### src/rtl/hazard_ctrl_pkg.sv
// Shared definitions for the hazard controller slice.
//  - Pipeline-register bit positions used to build stall/flush masks.
//  - Fence drain FSM state encoding.
//  - Helper that sizes the fence down-counter.
// No ports (package).
package hazard_ctrl_pkg;

  // Bit index of each pipeline register inside stall_o / flush_o.
  localparam int STG_IF     = 0;  // PC
  localparam int STG_IF_ID  = 1;
  localparam int STG_ID_EX  = 2;
  localparam int STG_EX_MEM = 3;

  typedef enum logic [1:0] {
    FENCE_IDLE    = 2'd0,
    FENCE_DRAIN   = 2'd1,
    FENCE_RELEASE = 2'd2
  } fence_state_e;

  // Width of a counter holding 0..fence_cycles; at least one bit so that
  // FENCE_CYCLES=0 still elaborates.
  function automatic int fence_cnt_w(input int fence_cycles);
    int w;
    w = $clog2(fence_cycles + 1);
    return (w < 1) ? 1 : w;
  endfunction

endpackage

### src/rtl/hazard_ctrl_if.sv
// Hazard controller bundle: hazard requests from the pipeline stages and the
// resulting stall/flush masks plus statistics counters.
//  master : pipeline side, drives the *_i requests, receives masks/counters
//  slave  : hazard_ctrl side
// Signals:
//  wb_exception_i, mem_wait_i, ex_div_i, id_branch_flush_i, id_load_use_i,
//  id_fence_i                         hazard requests (1 bit each)
//  stall_o, flush_o    [NSTAGE-1:0]   per-register hold / bubble masks
//  fence_busy_o                       fence drain in progress
//  nr_insts_o, nr_stall_o, nr_flush_o, nr_fence_o [CNT_W-1:0]  statistics
interface hazard_ctrl_if #(
  parameter int NSTAGE = 5,
  parameter int CNT_W  = 64
);

  logic              wb_exception_i;
  logic              mem_wait_i;
  logic              ex_div_i;
  logic              id_branch_flush_i;
  logic              id_load_use_i;
  logic              id_fence_i;

  logic [NSTAGE-1:0] stall_o;
  logic [NSTAGE-1:0] flush_o;
  logic              fence_busy_o;
  logic [CNT_W-1:0]  nr_insts_o;
  logic [CNT_W-1:0]  nr_stall_o;
  logic [CNT_W-1:0]  nr_flush_o;
  logic [CNT_W-1:0]  nr_fence_o;

  modport master (
    output wb_exception_i, mem_wait_i, ex_div_i,
           id_branch_flush_i, id_load_use_i, id_fence_i,
    input  stall_o, flush_o, fence_busy_o,
           nr_insts_o, nr_stall_o, nr_flush_o, nr_fence_o
  );

  modport slave (
    input  wb_exception_i, mem_wait_i, ex_div_i,
           id_branch_flush_i, id_load_use_i, id_fence_i,
    output stall_o, flush_o, fence_busy_o,
           nr_insts_o, nr_stall_o, nr_flush_o, nr_fence_o
  );

endinterface

### src/rtl/hazard_fence_fsm.sv
// Fence drain FSM. A fence in ID is held for FENCE_CYCLES stall cycles while
// older memory traffic drains, then released exactly once.
// Ports:
//  clock, reset   clock / synchronous active-high reset
//  id_fence_i     fence instruction sitting in ID
//  row6_sel       the arbiter actually granted the fence stall this cycle
//  squash         exception or branch redirect this cycle (fence is killed)
//  if_id_stall    IF/ID register held this cycle (fence still in ID)
//  fence_stall    fence stall request to the arbiter (lowest priority)
//  fence_busy     FSM is in DRAIN
module hazard_fence_fsm
  import hazard_ctrl_pkg::*;
#(
  parameter int FENCE_CYCLES = 3
) (
  input  logic clock,
  input  logic reset,
  input  logic id_fence_i,
  input  logic row6_sel,
  input  logic squash,
  input  logic if_id_stall,
  output logic fence_stall,
  output logic fence_busy
);

  localparam int CW = fence_cnt_w(FENCE_CYCLES);
  localparam logic FENCE_EN = (FENCE_CYCLES > 0);

  fence_state_e      state_q, state_d;
  logic [CW-1:0]     cnt_q, cnt_d;

  always_ff @(posedge clock) begin
    if (reset) begin
      state_q <= FENCE_IDLE;
      cnt_q   <= '0;
    end else begin
      state_q <= state_d;
      cnt_q   <= cnt_d;
    end
  end

  // The IDLE cycle that grants the fence is its first stall cycle, so the
  // counter is loaded with the number of stall cycles still owed. DRAIN keeps
  // stalling while cnt is non-zero and only counts cycles the arbiter really
  // granted, so a higher-priority stall never eats into the fence budget.
  always_comb begin
    state_d     = state_q;
    cnt_d       = cnt_q;
    fence_stall = 1'b0;
    unique case (state_q)
      FENCE_IDLE: begin
        fence_stall = id_fence_i && FENCE_EN;
        if (row6_sel) begin
          state_d = FENCE_DRAIN;
          cnt_d   = CW'(FENCE_CYCLES - 1);
        end
      end
      FENCE_DRAIN: begin
        fence_stall = (cnt_q != '0);
        if (cnt_q == '0) begin
          state_d = FENCE_RELEASE;
        end else if (row6_sel) begin
          cnt_d = cnt_q - CW'(1);
        end
      end
      FENCE_RELEASE: begin
        // The same fence may still be parked in ID behind another hazard;
        // wait until it has actually moved on before re-arming.
        if (!if_id_stall) state_d = FENCE_IDLE;
      end
      default: begin
        state_d = FENCE_IDLE;
        cnt_d   = '0;
      end
    endcase
    if (squash) begin
      state_d = FENCE_IDLE;
      cnt_d   = '0;
    end
  end

  assign fence_busy = !reset && (state_q == FENCE_DRAIN);

endmodule

### src/rtl/hazard_ctrl.sv
// Pipeline hazard/stall/flush controller for the in-order rv64IM core.
// Prioritises hazard requests from ID/EX/MEM/WB into per-register stall and
// flush masks (bit i = pipeline register i, 0 = PC ... NSTAGE-1 = MEM/WB),
// drives the fence drain FSM and keeps retired-instruction statistics.
// Ports:
//  clock, reset   clock / synchronous active-high reset
//  hz             hazard_ctrl_if.slave: requests in, masks/counters out
// Optional build macro HAZARD_PERF_CNT_EN: when defined nr_stall_o,
// nr_flush_o and nr_fence_o count; otherwise those outputs are tied to 0.
module hazard_ctrl
  import hazard_ctrl_pkg::*;
#(
  parameter int NSTAGE       = 5,
  parameter int FENCE_CYCLES = 3,
  parameter int CNT_W        = 64
) (
  input  logic          clock,
  input  logic          reset,
  hazard_ctrl_if.slave  hz
);

  localparam logic [NSTAGE-1:0] ONE       = NSTAGE'(1);
  localparam logic [NSTAGE-1:0] ALL       = '1;
  localparam logic [NSTAGE-1:0] STALL_ID  = (ONE << STG_IF) | (ONE << STG_IF_ID);
  localparam logic [NSTAGE-1:0] STALL_EX  = STALL_ID | (ONE << STG_ID_EX);
  // Everything up to, but not including, MEM/WB.
  localparam logic [NSTAGE-1:0] STALL_MEM = ALL >> 1;

  logic [NSTAGE-1:0] stall, flush;
  logic              row6_sel, squash;
  logic              fence_stall, fence_busy;

  hazard_fence_fsm #(
    .FENCE_CYCLES (FENCE_CYCLES)
  ) u_fence (
    .clock       (clock),
    .reset       (reset),
    .id_fence_i  (hz.id_fence_i),
    .row6_sel    (row6_sel),
    .squash      (squash),
    .if_id_stall (stall[STG_IF_ID]),
    .fence_stall (fence_stall),
    .fence_busy  (fence_busy)
  );

  // Fixed-priority arbitration; the first active request owns the cycle.
  // MEM wait and divider busy hold ID, so lower requests are simply
  // re-presented next cycle rather than remembered here.
  always_comb begin
    stall    = '0;
    flush    = '0;
    row6_sel = 1'b0;
    squash   = 1'b0;
    if (reset) begin
      flush = ALL;
    end else if (hz.wb_exception_i) begin
      flush  = ALL;
      squash = 1'b1;
    end else if (hz.mem_wait_i) begin
      stall = STALL_MEM;
      flush = ONE << (NSTAGE - 1);
    end else if (hz.ex_div_i) begin
      stall = STALL_EX;
      flush = ONE << STG_EX_MEM;
    end else if (hz.id_branch_flush_i) begin
      flush  = ONE << STG_IF_ID;
      squash = 1'b1;
    end else if (hz.id_load_use_i) begin
      stall = STALL_ID;
      flush = ONE << STG_ID_EX;
    end else if (fence_stall) begin
      stall    = STALL_ID;
      flush    = ONE << STG_ID_EX;
      row6_sel = 1'b1;
    end
  end

  assign hz.stall_o      = stall;
  assign hz.flush_o      = flush;
  assign hz.fence_busy_o = fence_busy;

  // Statistics: a cycle retires when nothing is held or bubbled. Reset
  // forces flush to all ones, so reset cycles never look clean.
  logic [CNT_W-1:0] nr_insts_q;

  always_ff @(posedge clock) begin
    if (reset) begin
      nr_insts_q <= '0;
    end else if ((stall == '0) && (flush == '0)) begin
      nr_insts_q <= nr_insts_q + CNT_W'(1);
    end
  end

  assign hz.nr_insts_o = nr_insts_q;

`ifdef HAZARD_PERF_CNT_EN
  logic [CNT_W-1:0] nr_stall_q, nr_flush_q, nr_fence_q;
  // A granted fence stall outside DRAIN can only be the IDLE->DRAIN entry,
  // since RELEASE never requests a stall.
  logic             fence_enter;

  assign fence_enter = row6_sel && !fence_busy;

  always_ff @(posedge clock) begin
    if (reset) begin
      nr_stall_q <= '0;
      nr_flush_q <= '0;
      nr_fence_q <= '0;
    end else begin
      if (stall != '0) nr_stall_q <= nr_stall_q + CNT_W'(1);
      if (flush != '0) nr_flush_q <= nr_flush_q + CNT_W'(1);
      if (fence_enter) nr_fence_q <= nr_fence_q + CNT_W'(1);
    end
  end

  assign hz.nr_stall_o = nr_stall_q;
  assign hz.nr_flush_o = nr_flush_q;
  assign hz.nr_fence_o = nr_fence_q;
`else
  assign hz.nr_stall_o = '0;
  assign hz.nr_flush_o = '0;
  assign hz.nr_fence_o = '0;
`endif

endmodule

### src/flat_wrapper.sv
// flat-port wrapper written by rule: the top's interface ports become plain ports
module hazard_ctrl_flat import hazard_ctrl_pkg::*;
#(
  parameter int NSTAGE       = 5,
  parameter int FENCE_CYCLES = 3,
  parameter int CNT_W        = 64
)
  (clock, reset, hz_wb_exception_i, hz_mem_wait_i, hz_ex_div_i, hz_id_branch_flush_i, hz_id_load_use_i, hz_id_fence_i, hz_stall_o, hz_flush_o, hz_fence_busy_o, hz_nr_insts_o, hz_nr_stall_o, hz_nr_flush_o, hz_nr_fence_o);
  hazard_ctrl_if #(.NSTAGE(NSTAGE), .CNT_W(CNT_W)) hz_i ();
  input  logic clock;
  input  logic reset;
  input wire logic [$bits(hz_i.wb_exception_i)-1:0] hz_wb_exception_i;
  input wire logic [$bits(hz_i.mem_wait_i)-1:0] hz_mem_wait_i;
  input wire logic [$bits(hz_i.ex_div_i)-1:0] hz_ex_div_i;
  input wire logic [$bits(hz_i.id_branch_flush_i)-1:0] hz_id_branch_flush_i;
  input wire logic [$bits(hz_i.id_load_use_i)-1:0] hz_id_load_use_i;
  input wire logic [$bits(hz_i.id_fence_i)-1:0] hz_id_fence_i;
  output wire logic [$bits(hz_i.stall_o)-1:0] hz_stall_o;
  output wire logic [$bits(hz_i.flush_o)-1:0] hz_flush_o;
  output wire logic [$bits(hz_i.fence_busy_o)-1:0] hz_fence_busy_o;
  output wire logic [$bits(hz_i.nr_insts_o)-1:0] hz_nr_insts_o;
  output wire logic [$bits(hz_i.nr_stall_o)-1:0] hz_nr_stall_o;
  output wire logic [$bits(hz_i.nr_flush_o)-1:0] hz_nr_flush_o;
  output wire logic [$bits(hz_i.nr_fence_o)-1:0] hz_nr_fence_o;
  assign hz_i.wb_exception_i = hz_wb_exception_i;
  assign hz_i.mem_wait_i = hz_mem_wait_i;
  assign hz_i.ex_div_i = hz_ex_div_i;
  assign hz_i.id_branch_flush_i = hz_id_branch_flush_i;
  assign hz_i.id_load_use_i = hz_id_load_use_i;
  assign hz_i.id_fence_i = hz_id_fence_i;
  assign hz_stall_o = hz_i.stall_o;
  assign hz_flush_o = hz_i.flush_o;
  assign hz_fence_busy_o = hz_i.fence_busy_o;
  assign hz_nr_insts_o = hz_i.nr_insts_o;
  assign hz_nr_stall_o = hz_i.nr_stall_o;
  assign hz_nr_flush_o = hz_i.nr_flush_o;
  assign hz_nr_fence_o = hz_i.nr_fence_o;
  hazard_ctrl #(.NSTAGE(NSTAGE), .FENCE_CYCLES(FENCE_CYCLES), .CNT_W(CNT_W)) u_core (.clock(clock), .reset(reset), .hz(hz_i));
endmodule
### config.mk
export PLATFORM = sky130hd
export DESIGN_NAME = hazard_ctrl_flat
export DESIGN_NICKNAME = d
export VERILOG_FILES = /design/src/rtl/hazard_ctrl_pkg.sv /design/src/rtl/hazard_ctrl_if.sv /design/src/rtl/hazard_fence_fsm.sv /design/src/rtl/hazard_ctrl.sv /design/src/flat_wrapper.sv
export SDC_FILE = /design/constraint.sdc
export NUM_CORES = 1
export LEC_CHECK = 0
export CORE_UTILIZATION = 36
export DETAILED_ROUTE_END_ITERATION = 8
export HOLD_SLACK_MARGIN = 0.08
export PLACE_DENSITY = 0.75
export SYNTH_ARGS = -nofsm -noshare
export SYNTH_HDL_FRONTEND = slang
export SYNTH_HIERARCHICAL = 1
export SYNTH_SLANG_ARGS = --single-unit
### constraint.sdc
create_clock -name clock -period 2.7 [get_ports clock]
set_input_delay 0.27 -clock clock [delete_from_list [all_inputs] [get_ports clock]]
set_output_delay 0.27 -clock clock [all_outputs]
set_load 0.02 [all_outputs]
==> metrics.log, run 1 <==
INFO  metric switching_share = 29.0%
INFO  metric synth-edff-count = 0
INFO  metric syn-instance-count = 630
INFO  metric netlist.area_leader.share = 29.2%
INFO  metric timing.critical_path.buf_inv = 2
INFO  metric post_synth_main_area_contributors = buf_4 (29%), dfxtp_1 (27%), nand4_1 (4.0%)
INFO  metric io_pins = 275
INFO  metric h-tree-depth = 3
INFO  metric syn_to_final_growth = 16.6%
INFO  metric timing.hold.worst.start = u_core/hz.nr_insts_o[63]$_SDFFE_PP0P_
INFO  metric synth_seq_cells = 68
INFO  metric core_area = 0.0133 mm²
INFO  metric arrival = 2.78 ns
INFO  metric syn_area = 0.00498 mm²
INFO  metric setup.worst_path.start_class = flop
INFO  metric fmaxAchievable = 394 MHz
INFO  metric cts.root.buffer_cell = clkbuf_16
INFO  metric cellLeakagePower = 2.28 nW
INFO  metric largest_net_degree_at_the_start_of_global_routing = 71
INFO  metric num-fill-cells = 1348
INFO  metric route.final.wire_length = 11400 µm
INFO  metric synth-main-ff-cell = dfxtp_1
INFO  metric tritoncts = done
INFO  metric element_type_at_the_critical_path_end = flop
INFO  metric wl_per_cell = 12.3 µm
INFO  metric cts_sinks = 68
INFO  metric terminus_of_the_critical_flop_to_flop_path = u_core/hz.nr_insts_o[52]$_SDFFE_PP0P_
INFO  metric placed_cell_area = 0.00550 mm²
INFO  metric synth-async-reset-ratio = 0%
INFO  metric detail-route-antenna-nets = 0
INFO  metric wire_length_of_the_first_global_routing_pass = 17400 µm
INFO  metric status = complete, no violations
INFO  metric cts_max_path_buffers = 2
INFO  metric ys_seq_area_share = 27.3%
INFO  metric max_cap_violations = 0
INFO  metric drc = 0
INFO  metric power_density = 424 mW/mm²
INFO  metric comb_power_share = 12.9%
INFO  metric final.hold.worst_slack = 0.486 ns
INFO  metric rows = 42
INFO  metric drt-initial-drc-count = 209
INFO  metric layout_worst_path_cycle_share = 93.9%
INFO  metric setup_repair_after_global_routing_missed_its_margin = no
INFO  metric cts_made_buffers = 9
INFO  metric placed_cells_incl_taps = 911
INFO  metric mean_instance_size_in_the_synthesized_netlist = 7.91 µm²
INFO  metric setup_slack_reg_to_reg = 0.16 ns
INFO  metric critical_path.max_stage_delay = 0.56 ns
INFO  metric critPathMostFrequentCell = a21oi_1
INFO  metric avgViaCountPerCell = 4.52
INFO  metric final_period_minus_worst_setup_slack = 2.54 ns
INFO  metric postLayoutCellArea = 0.00581 mm²
INFO  metric sequential_group_share_of_total_power = 40.8%
INFO  metric die-height = 120 µm
INFO  metric worstRegToRegCells = 10
INFO  metric setup-violations-final = 0
INFO  metric cts_setup_buffers = 0
INFO  metric cp_slowest_cell = or4b_4
INFO  metric io_buffers = 81
INFO  metric timing.critical_path.cells = inv_1 -> ha_1 -> nand2b_2 -> a21oi_1 -> or4b_4 -> nor4_4 -> nand3_2 -> buf_4 -> or4_1 -> a21oi_1
INFO  metric synthesis.yosys.warnings = 6
INFO  metric skew_pair_late_insertion_delay = 0.33 ns
INFO  metric globalRoute.totalOverflow = 0
INFO  metric worstSetupPathType = flop to flop
INFO  metric worstHoldEndpoint = u_core/hz.nr_insts_o[63]$_SDFFE_PP0P_
INFO  metric synth.top_cells.by_count = buf_4 (194), dfxtp_1 (68), nor2_1 (52)
INFO  metric chipWidth = 120 µm
INFO  metric number_of_non_filler_instances_in_the_completed_layout = 927
INFO  metric holdPathStages = 2
INFO  metric synth_top_area_cell = buf_4
INFO  metric slew_headroom = 50.7%
INFO  metric critPathRequiredTime = 2.95 ns
INFO  metric antenna_violations_before_repair = 0
INFO  metric synth.distinct_cells = 46
INFO  metric internal_power = 1.75 mW
INFO  metric synthMostInstantiatedCell = buf_4
INFO  metric drt_first_pass_iters = 5
INFO  metric detailed_place_hpwl = 8670 µm
INFO  metric floorplan.initialDensity = 37.3%
INFO  metric crit-reg2reg-launch = u_core/u_fence/cnt_q[0]$_SDFFE_PP0P_
INFO  metric final-hold-violation-count = 0
INFO  metric ir_drop_worst_vdd = 0.000253 V
INFO  metric dr_total_vias = 4189
INFO  metric net_count_final = 756
INFO  metric pwr-share-clk = 46.4%
INFO  metric critical_path.top_delay_family = simple AND/OR/NAND/NOR gates
INFO  metric clock-skew-final = 0.00542 ns
INFO  metric grt_util_all_layers = 15.2%
INFO  metric worst_pin_slew = 0.740 ns
INFO  metric fp.dieArea = 0.0143 mm²
INFO  metric path_clk_slew = 0.05 ns
INFO  metric cts_hold_buffers = 0
INFO  metric critPathMaxFanout = 18
INFO  metric power_switching = 715 µW
INFO  metric min_path_type = flop to flop
INFO  metric place.gp.congestion = 0.816
INFO  metric num_antenna_cells = 0
INFO  metric first_global_vias = 3559
INFO  metric layout_cell_share_with_drive_strength_beyond_1 = 9.59%
INFO  metric number_of_pins_with_negative_max_slew_slack_in_the_final_report = 0
cells in the final DEF (no fill, tap or decap), drive strengths merged, types with 2 or more instances in the layout:
master,Yosys,routed
a21oi,37,37
and2,2,2
and3,4,4
buf,199,41
clkbuf,9,11
clkdlybuf4s50,0,77
clkinv,0,3
conb,1,193
dfxtp,68,68
dlymetal6s2s,0,3
ha,2,2
inv,11,11
mux2,2,2
nand2,35,35
nand2b,4,4
nand3,28,28
nand3b,4,4
nand4,33,33
nor2,53,53
nor2b,2,2
nor3,8,8
nor4,14,14
o21ai,18,18
o21bai,2,2
o31ai,19,19
or2,4,4
or3,17,17
or4,18,18
or4b,2,2
xnor2,5,5
xor2,22,22
sequential cells by signal (all words and copies together) (netlist names):
signal and cells:
u_core/hz.nr_insts_o 64, u_core/u_fence/cnt_q 2, u_core/u_fence/state_q 2
kinds of logic (layout without fill, tap and decap cells):
logic type	after synthesis	count (layout)	share of synthesized area [%]
AOI/OAI and AO/OA	80	80	9.34
xor gates and xnor gates	27	27	4.75
adders and majority gates	2	2	0.502
buffers and inverters	219	148	31.6
DFF	68	68	27.3
muxes	2	2	0.452
other	1	193	0.0753
and+or+nand+nor	231	231	26.0
power groups by stage:
stage	Combinational [mW]	Sequential (mW)	Clock (mW)
floorplan	0.488	1.03	0
global placement	0.310	1.03	0
detailed placement	0.310	1.03	0
CTS	0.310	1.00	1.15
global route	0.337	1.00	1.20
finish	0.317	1.00	1.14
metrics by stage:
step	power [mW]	setup TNS, ns	worst slack [ns]	util [%]
floorplan	1.51	0	0.102	-
global placement	1.34	-0.251	-0.0450	41.2
detailed placement	1.34	-0.417	-0.0730	41.2
CTS	2.47	0	0.0451	43.3
global route	2.54	0	0.0213	43.5
finish	2.46	0	0.164	43.5
how the worst max path moves through the flow:
stage / cells after the start / endpoint / from / slack [ns]
global route: 10 / u_core/hz.nr_insts_o[53]$_SDFFE_PP0P_ / u_core/u_fence/cnt_q[0]$_SDFFE_PP0P_ / 0.02
finish: 10 / u_core/hz.nr_insts_o[52]$_SDFFE_PP0P_ / u_core/u_fence/cnt_q[0]$_SDFFE_PP0P_ / 0.16
floorplan: 10 / u_core/hz.nr_insts_o[54]$_SDFFE_PP0P_ / u_core/u_fence/cnt_q[0]$_SDFFE_PP0P_ / 0.10
CTS: 8 / hz_stall_o[1] / u_core/u_fence/cnt_q[0]$_SDFFE_PP0P_ / 0.05
global placement: 9 / u_core/hz.nr_insts_o[42]$_SDFFE_PP0P_ / hz_id_fence_i / -0.05
detailed placement: 9 / u_core/hz.nr_insts_o[54]$_SDFFE_PP0P_ / hz_id_fence_i / -0.07
worst register-to-register path, delay by kind of cell, from the launching register on:
kind	cells	cell delay, ns
AO/OA/AOI/OAI	2	0.25
flip-flops	1	0.31
adder cells (fa/ha/maj)	1	0.16
buffers and inverters	2	0.25
AND/OR/NAND/NOR	5	1.48
area by class of cell:
cell class	instances	area (µm²)	share of cell area, %
clock buffers	11	233	4.01
clock inverters	5	52.6	0.905
inverters	11	41.3	0.711
multi-input cells	535	2790	48.0
flip-flops and latches	68	1360	23.4
well taps	176	220	3.79
repair buffers	121	1110	19.2
routing by layer:
layer | track usage (%) | vias up | share of wire [%]
met5 | 0 | - | 0
met1 | 18.6 | 1933 | 42
met4 | 6.48 | 0 | 2.3
met3 | 3.75 | 15 | 7.5
li1 | - | 2048 | -
met2 | 25.1 | 193 | 48
timing repair:
| action | in CTS | in global routing |
|---|---|---|
| gates resized for setup | 1 | 5 |
| endpoints found under the setup margin | 1 | 13 |
| gates cloned | 0 | 0 |
| pin swaps | 1 | 1 |
Power figures use the tool's default switching activity.
==> run 2, diff against run 1 <==
- PLACE_DENSITY: 0.75 -> 0.74
- SYNTH_HIERARCHICAL: 1 -> not set
==> run 2 against run 1 <==
The flow now finishes with violations (negative setup slack). Routed wire length is 3.8% higher. Critical path type unchanged. Core utilization increased by 1.7 points. Largest power group unchanged. Design area is 5.1% higher. Power is 0.53% lower. Combinational power is 4% higher. Sequential power is essentially flat. Non-clock buffer count rose by 11. Cell count up 0.76%. Highest routed layer unchanged. Setup slack got worse by 0.30 ns. Area after synthesis increased by 1.8%. Maximum frequency is 11% lower.
==> metrics.log, run 2 <==
INFO  metric status = finished with violations
INFO  metric failing_checks = negative setup slack
INFO  metric timing.critical_path.cells = ha_4 -> or4b_4 -> or4b_4 -> or4_4 -> buf_8 -> or4_4 -> a21oi_2
INFO  metric final-hold-violation-count = 0
INFO  metric timing.setup.tns = -0.863 ns
INFO  metric dominant_combinational_cell_family_by_area_after_synthesis = buffers and inverters
INFO  metric cellLeakagePower = 2.32 nW
INFO  metric arrival = 3.09 ns
INFO  metric worst_pin_slew = 0.820 ns
INFO  metric pre_cts_ws = -0.500 ns
INFO  metric synth.top_cells.by_count = buf_4 (195), dfxtp_1 (68), a21oi_1 (40)
INFO  metric synth_mux_area_share = 2.42%
INFO  metric number_of_pins_with_negative_max_slew_slack_in_the_final_report = 0
INFO  metric complex_gate_fraction_of_the_synthesized_area = 10.2%
INFO  metric h-tree-depth = 3
INFO  metric drc = 0
INFO  metric critPathRequiredTime = 2.95 ns
INFO  metric num-fill-cells = 1365
INFO  metric clock-skew-final = 0.00925 ns
INFO  metric worstSetupEndpoint = u_core.hz.nr_insts_o[54]$_SDFFE_PP0P_
INFO  metric drt-initial-drc-count = 188
INFO  metric mostFrequentLayoutCell = conb_1
INFO  metric layout_cell_share_with_drive_strength_beyond_1 = 13.6%
INFO  metric synth_seq_cells = 68
INFO  metric power_density = 401 mW/mm²
INFO  metric layout_worst_path_cycle_share = 105%
INFO  metric net_count_final = 764
INFO  metric ir_drop_worst_vdd = 0.000224 V
INFO  metric synth-main-ff-cell = dfxtp_1
INFO  metric holdPathStages = 1
INFO  metric largest_net_degree_at_the_start_of_global_routing = 77
INFO  metric chipWidth = 121 µm
INFO  metric synthesis.yosys.warnings = 0
INFO  metric globalRoute.totalOverflow = 0
INFO  metric post_synth_main_area_contributors = buf_4 (29%), dfxtp_1 (27%), or4_1 (4.1%)
INFO  metric cts_sinks = 68
INFO  metric terminus_of_the_critical_flop_to_flop_path = u_core.hz.nr_insts_o[54]$_SDFFE_PP0P_
INFO  metric synthAdderAreaFrac = 0.494%
INFO  metric setup.worst_path.start_class = flop
INFO  metric avgViaCountPerCell = 4.61
INFO  metric die-height = 121 µm
INFO  metric place.gp.congestion = 0.795
INFO  metric cts_made_buffers = 9
INFO  metric wire_length_of_the_first_global_routing_pass = 18600 µm
INFO  metric ys_seq_area_share = 26.9%
INFO  metric floorplan.initialDensity = 37.5%
INFO  metric detail-route-antenna-nets = 0
INFO  metric core_area = 0.0135 mm²
INFO  metric num_antenna_cells = 0
INFO  metric min_path_type = flop to flop
INFO  metric io_pins = 275
INFO  metric synth_xor_xnor_area_share = 2.76%
INFO  metric synth.distinct_cells = 43
INFO  metric tritoncts = done
INFO  metric totalPowerFinal = 2.45 mW
INFO  metric syn-instance-count = 641
INFO  metric max_cap_violations = 0
INFO  metric setup-violations-final = 13
INFO  metric critical_path.max_stage_delay = 0.52 ns
INFO  metric drt_first_pass_iters = 5
INFO  metric antenna_violations_before_repair = 0
INFO  metric cts.root.buffer_cell = clkbuf_16
INFO  metric critical_path.top_delay_family = simple AND/OR/NAND/NOR gates
INFO  metric synth_top_area_cell = buf_4
INFO  metric dr_total_vias = 4306
INFO  metric final.hold.worst_slack = 0.473 ns
INFO  metric route.final.wire_length = 11800 µm
INFO  metric synthMostInstantiatedCell = buf_4
INFO  metric element_type_at_the_critical_path_end = flop
INFO  metric setup_slack_reg_to_reg = -0.14 ns
INFO  metric slew_headroom = 45.3%
INFO  metric largest_register_ff_count = 64
INFO  metric netlist.area_leader.share = 28.9%
INFO  metric layout_common_cells = conb_1 (193), clkdlybuf4s50_1 (80), dfxtp_1 (65), buf_4 (45), nor2_1 (38)
INFO  metric final_period_minus_worst_setup_slack = 2.84 ns
INFO  metric grt_util_all_layers = 16.1%
INFO  metric register_area = 0.00137 mm²
INFO  metric synth-edff-count = 0
INFO  metric path_clk_slew = 0.05 ns
INFO  metric syn_area = 0.00507 mm²
INFO  metric syn_to_final_growth = 20.3%
INFO  metric rows = 42
INFO  metric mean_instance_size_in_the_synthesized_netlist = 7.91 µm²
INFO  metric timing.critical_path.buf_inv = 1
INFO  metric critPathMaxFanout = 6
INFO  metric wl_per_cell = 12.7 µm
INFO  metric detailed_place_hpwl = 8600 µm
INFO  metric multiInputGateArea = 0.00292 mm²
INFO  metric synth-async-reset-ratio = 0%
INFO  metric worstRegToRegCells = 7
INFO  metric worstSetupPathType = flop to flop
INFO  metric fin_ws = -0.136 ns
INFO  metric skew_pair_late_insertion_delay = 0.32 ns
INFO  metric yosys.area_share.simple = 25.1%
INFO  metric number_of_non_filler_instances_in_the_completed_layout = 934
INFO  metric critical_path.startpoint = u_core.hz.nr_insts_o[0]$_SDFFE_PP0P_
INFO  metric fp.dieArea = 0.0146 mm²
INFO  metric fmaxAchievable = 353 MHz
INFO  metric cp_slowest_cell = or4_4
INFO  metric setup_repair_after_global_routing_missed_its_margin = yes
INFO  metric cts_max_path_buffers = 2
INFO  metric io_buffers = 81
INFO  metric placed_cells_incl_taps = 913
INFO  metric cp.depth = 7
INFO  metric crit-reg2reg-launch = u_core.hz.nr_insts_o[0]$_SDFFE_PP0P_
INFO  metric first_global_vias = 3557
run 2: cell count changes after synthesis, moves of 9 or more:
cell      previous run  this run
or4_1               17        28
nand4_1             32        21
clkbuf_1             9        22
xor2_1              22         4
nor2_1              52        38
nand3_1             27        18
run 2: kinds of logic (layout without fill, tap and decap cells):
family | count (synthesis) | count (layout)
flops | 68 | 68
xor+xnor | 16 | 16
other cells | 1 | 193
buf+inv | 235 | 160
fa+ha+maj | 2 | 2
simple gates | 222 | 222
compound gates | 86 | 86
mux | 11 | 11
run 2: worst register-to-register path: stages (launching register included):
cell,delay (ns)
dfxtp_4,0.35
ha_4,0.14
or4b_4,0.46
or4b_4,0.50
or4_4,0.52
buf_8,0.18
or4_4,0.48
a21oi_2,0.14
run 2: stage by stage:
stage / utilization (%) / area, µm²
6_report: 45.2 / 6100
5_1_grt: 45.2 / 6100
4_1_cts: 44.2 / 5970
3_5_place_dp: 41.4 / 5590
3_3_place_gp: 41.4 / 5590
2_1_floorplan: - / 5800
run 2: how the worst min path moves through the flow:
| stage | start | to | slack (ns) |
|---|---|---|---|
| after detailed placement | u_core.hz.nr_insts_o[63]$_SDFFE_PP0P_ | u_core.hz.nr_insts_o[63]$_SDFFE_PP0P_ | 0.46 |
| after global routing | u_core.hz.nr_insts_o[63]$_SDFFE_PP0P_ | u_core.hz.nr_insts_o[63]$_SDFFE_PP0P_ | 0.50 |
| after CTS | u_core.hz.nr_insts_o[63]$_SDFFE_PP0P_ | u_core.hz.nr_insts_o[63]$_SDFFE_PP0P_ | 0.47 |
| after floorplan | u_core.u_fence.cnt_q[1]$_SDFFE_PP0P_ | u_core.u_fence.cnt_q[1]$_SDFFE_PP0P_ | 0.48 |
| final | u_core.hz.nr_insts_o[63]$_SDFFE_PP0P_ | u_core.hz.nr_insts_o[63]$_SDFFE_PP0P_ | 0.47 |
| after global placement | u_core.hz.nr_insts_o[63]$_SDFFE_PP0P_ | u_core.hz.nr_insts_o[63]$_SDFFE_PP0P_ | 0.45 |
run 2: layer usage:
layer  GRT usage [%]  vias up  wire length (µm)
li1                -     2099                 -
met1            22.0     2019              5330
met2            25.5      183              5660
met3            3.25        5               777
met4            4.71        0                72
met5               0        -                 0
run 2: cell type report:
class,count,share of cell area [%]
Multi-Input combinational cell,530,47.9
Sequential cell,68,22.5
Timing Repair Buffer,132,20.7
Clock buffer,12,3.88
Tap cell,176,3.61
Inverter,13,0.800
Clock inverter,3,0.656
run 2: timing repair:
item / 4_1_cts / 5_1_grt
buffers inserted: 1 / 2
setup endpoints to repair: 25 / 26
gates cloned: 2 / 1
hold buffers: 0 / 0
pin swaps: 16 / 3
gates resized for setup: 11 / 18
run 2: power breakdown:
group          total [mW]  leakage (nW)  switching [mW]  internal (mW)
Combinational       0.329          1.63           0.290         0.0391
Sequential           1.00         0.549        0.000209           1.00
Clock                1.12         0.136           0.409          0.707
Total                2.45          2.32           0.700           1.75
==> run 3, diff against run 2 <==
- CAP_MARGIN: not set -> 5
- SKIP_CTS_REPAIR_TIMING: not set -> 1
==> run 3 against run 2 <==
The run still ends with negative setup slack left. Via count barely moved. Combinational power hardly changed. Sequential power about the same. Design area down 0.35%. Cell count fell by 0.11%. Register-to-register slack about the same. Clock power hardly changed. Routed wire length about the same. Worst hold slack lost 0.0040 ns.
==> metrics.log, run 3 (synthesis gave the netlist of run 2 again) <==
INFO  metric detail-route-antenna-nets = 0
INFO  metric placed_cells_incl_taps = 913
INFO  metric layout_common_cells = conb_1 (193), clkdlybuf4s50_1 (80), dfxtp_1 (65), buf_4 (44), nor2_1 (38)
INFO  metric setup_repair_after_global_routing_missed_its_margin = yes
INFO  metric net_count_final = 763
INFO  metric final_period_minus_worst_setup_slack = 2.83 ns
INFO  metric worstSetupPathType = flop to flop
INFO  metric cts_sinks = 68
INFO  metric io_pins = 275
INFO  metric setup-violations-final = 14
INFO  metric rows = 42
INFO  metric place.gp.congestion = 0.795
INFO  metric drt-initial-drc-count = 209
INFO  metric failing_checks = negative setup slack
INFO  metric totalPowerFinal = 2.45 mW
INFO  metric io_buffers = 81
INFO  metric antenna_violations_before_repair = 0
INFO  metric avgViaCountPerCell = 4.62
INFO  metric critical_path.top_delay_family = simple AND/OR/NAND/NOR gates
INFO  metric arrival = 3.08 ns
INFO  metric pre_cts_ws = -0.500 ns
INFO  metric post-route-util = 45.0%
INFO  metric floorplan.initialDensity = 37.5%
INFO  metric ir_drop_worst_vdd = 0.000222 V
INFO  metric placed_cell_area = 0.00559 mm²
INFO  metric cp_slowest_cell = or4b_4
INFO  metric cts_made_buffers = 9
INFO  metric largest_register_ff_count = 64
INFO  metric detailed_place_hpwl = 8600 µm
INFO  metric number_of_non_filler_instances_in_the_completed_layout = 933
INFO  metric critPathRequiredTime = 2.95 ns
INFO  metric die-height = 121 µm
INFO  metric cellLeakagePower = 2.31 nW
INFO  metric slew_headroom = 46.3%
INFO  metric postLayoutCellArea = 0.00608 mm²
INFO  metric tritoncts = done
INFO  metric number_of_pins_with_negative_max_slew_slack_in_the_final_report = 0
INFO  metric critPathMostFrequentCell = or4b_4
INFO  metric timing.critical_path.buf_inv = 1
INFO  metric layout_worst_path_cycle_share = 105%
INFO  metric dr_total_vias = 4309
INFO  metric num-fill-cells = 1369
INFO  metric wl_per_cell = 12.7 µm
INFO  metric fmaxAchievable = 353 MHz
INFO  metric final-hold-violation-count = 0
INFO  metric timing.critical_path.cells = ha_4 -> or4b_4 -> or4b_4 -> or4_4 -> buf_12 -> or4_1 -> a21oi_1
INFO  metric cts_max_path_buffers = 2
INFO  metric num_antenna_cells = 0
INFO  metric h-tree-depth = 3
INFO  metric status = finished with violations
INFO  metric mostFrequentLayoutCell = conb_1
INFO  metric largest_net_degree_at_the_start_of_global_routing = 77
INFO  metric element_type_at_the_critical_path_end = flop
INFO  metric chipWidth = 121 µm
INFO  metric global_route.usage.met1 = 21.3%
INFO  metric core_area = 0.0135 mm²
INFO  metric top_usage_layer = met2
INFO  metric met3_track_utilization_from_global_routing = 3.25%
INFO  metric max_cap_violations = 0
INFO  metric skew_pair_late_insertion_delay = 0.32 ns
INFO  metric route.final.wire_length = 11800 µm
INFO  metric syn_to_final_growth = 19.9%
INFO  metric grt_util_met2 = 24.8%
INFO  metric globalRoute.totalOverflow = 0
INFO  metric fp.dieArea = 0.0146 mm²
INFO  metric setup.worst_path.start_class = flop
INFO  metric first_global_vias = 3500
INFO  metric power_density = 403 mW/mm²
INFO  metric path_clk_slew = 0.06 ns
INFO  metric critPathMaxFanout = 6
INFO  metric drt_first_pass_iters = 4
INFO  metric cts.root.buffer_cell = clkbuf_16
INFO  metric min_path_type = flop to flop
INFO  metric fin_ws = -0.133 ns
INFO  metric worst_pin_slew = 0.806 ns
INFO  metric grt_util_all_layers = 15.7%
INFO  metric clock-skew-final = 0.00770 ns
INFO  metric wire_length_of_the_first_global_routing_pass = 18200 µm
INFO  metric layout_cell_share_with_drive_strength_beyond_1 = 13.7%
INFO  metric critical_path.max_stage_delay = 0.54 ns
INFO  metric drc = 0
==> run 3: final cells by class <==
cell class / count / area, µm² / area share, %
well taps: 176 / 220 / 3.62
multi-input cells: 530 / 2910 / 47.8
clock inverters: 3 / 40.0 / 0.659
inverters: 13 / 48.8 / 0.803
clock buffers: 12 / 236 / 3.89
flip-flops and latches: 68 / 1370 / 22.5
repair buffers: 131 / 1260 / 20.7
==> run 3: path summary, 6_finish.rpt <==
kind | slack [ns] | startpoint | end | depth (start not counted)
worst max-delay path | -0.13 | u_core.hz.nr_insts_o[1]$_SDFFE_PP0P_ | u_core.hz.nr_insts_o[52]$_SDFFE_PP0P_ | 7
worst min-delay path | 0.47 | u_core.hz.nr_insts_o[63]$_SDFFE_PP0P_ | u_core.hz.nr_insts_o[63]$_SDFFE_PP0P_ | 1
worst max register to register | -0.13 | u_core.hz.nr_insts_o[1]$_SDFFE_PP0P_ | u_core.hz.nr_insts_o[52]$_SDFFE_PP0P_ | 7
worst min register to register | 0.47 | u_core.hz.nr_insts_o[63]$_SDFFE_PP0P_ | u_core.hz.nr_insts_o[63]$_SDFFE_PP0P_ | 1
==> run 3: per-layer routing <==
| layer | vias up | share of wire [%] |
|---|---|---|
| li1 | 2102 | - |
| met1 | 2001 | 44 |
| met2 | 197 | 48 |
| met3 | 9 | 7.3 |
| met4 | 0 | 0.97 |
| met5 | - | 0 |
==> run 3: power by group <==
part	switching, mW	total (mW)	leakage, nW	internal [mW]
combinational	0.291	0.330	1.63	0.0391
clock	0.408	1.12	0.136	0.707
sequential	0.000196	1.00	0.549	1.00
total	0.699	2.45	2.31	1.75
==> run 3: per-stage QoR <==
stage	setup TNS, ns	hold WS (ns)
CTS	-3.35	0.473
global route	-2.59	0.496
global placement	-12.24	0.453
floorplan	-2.73	0.478
detailed placement	-14.15	0.464
finish	-1.26	0.469
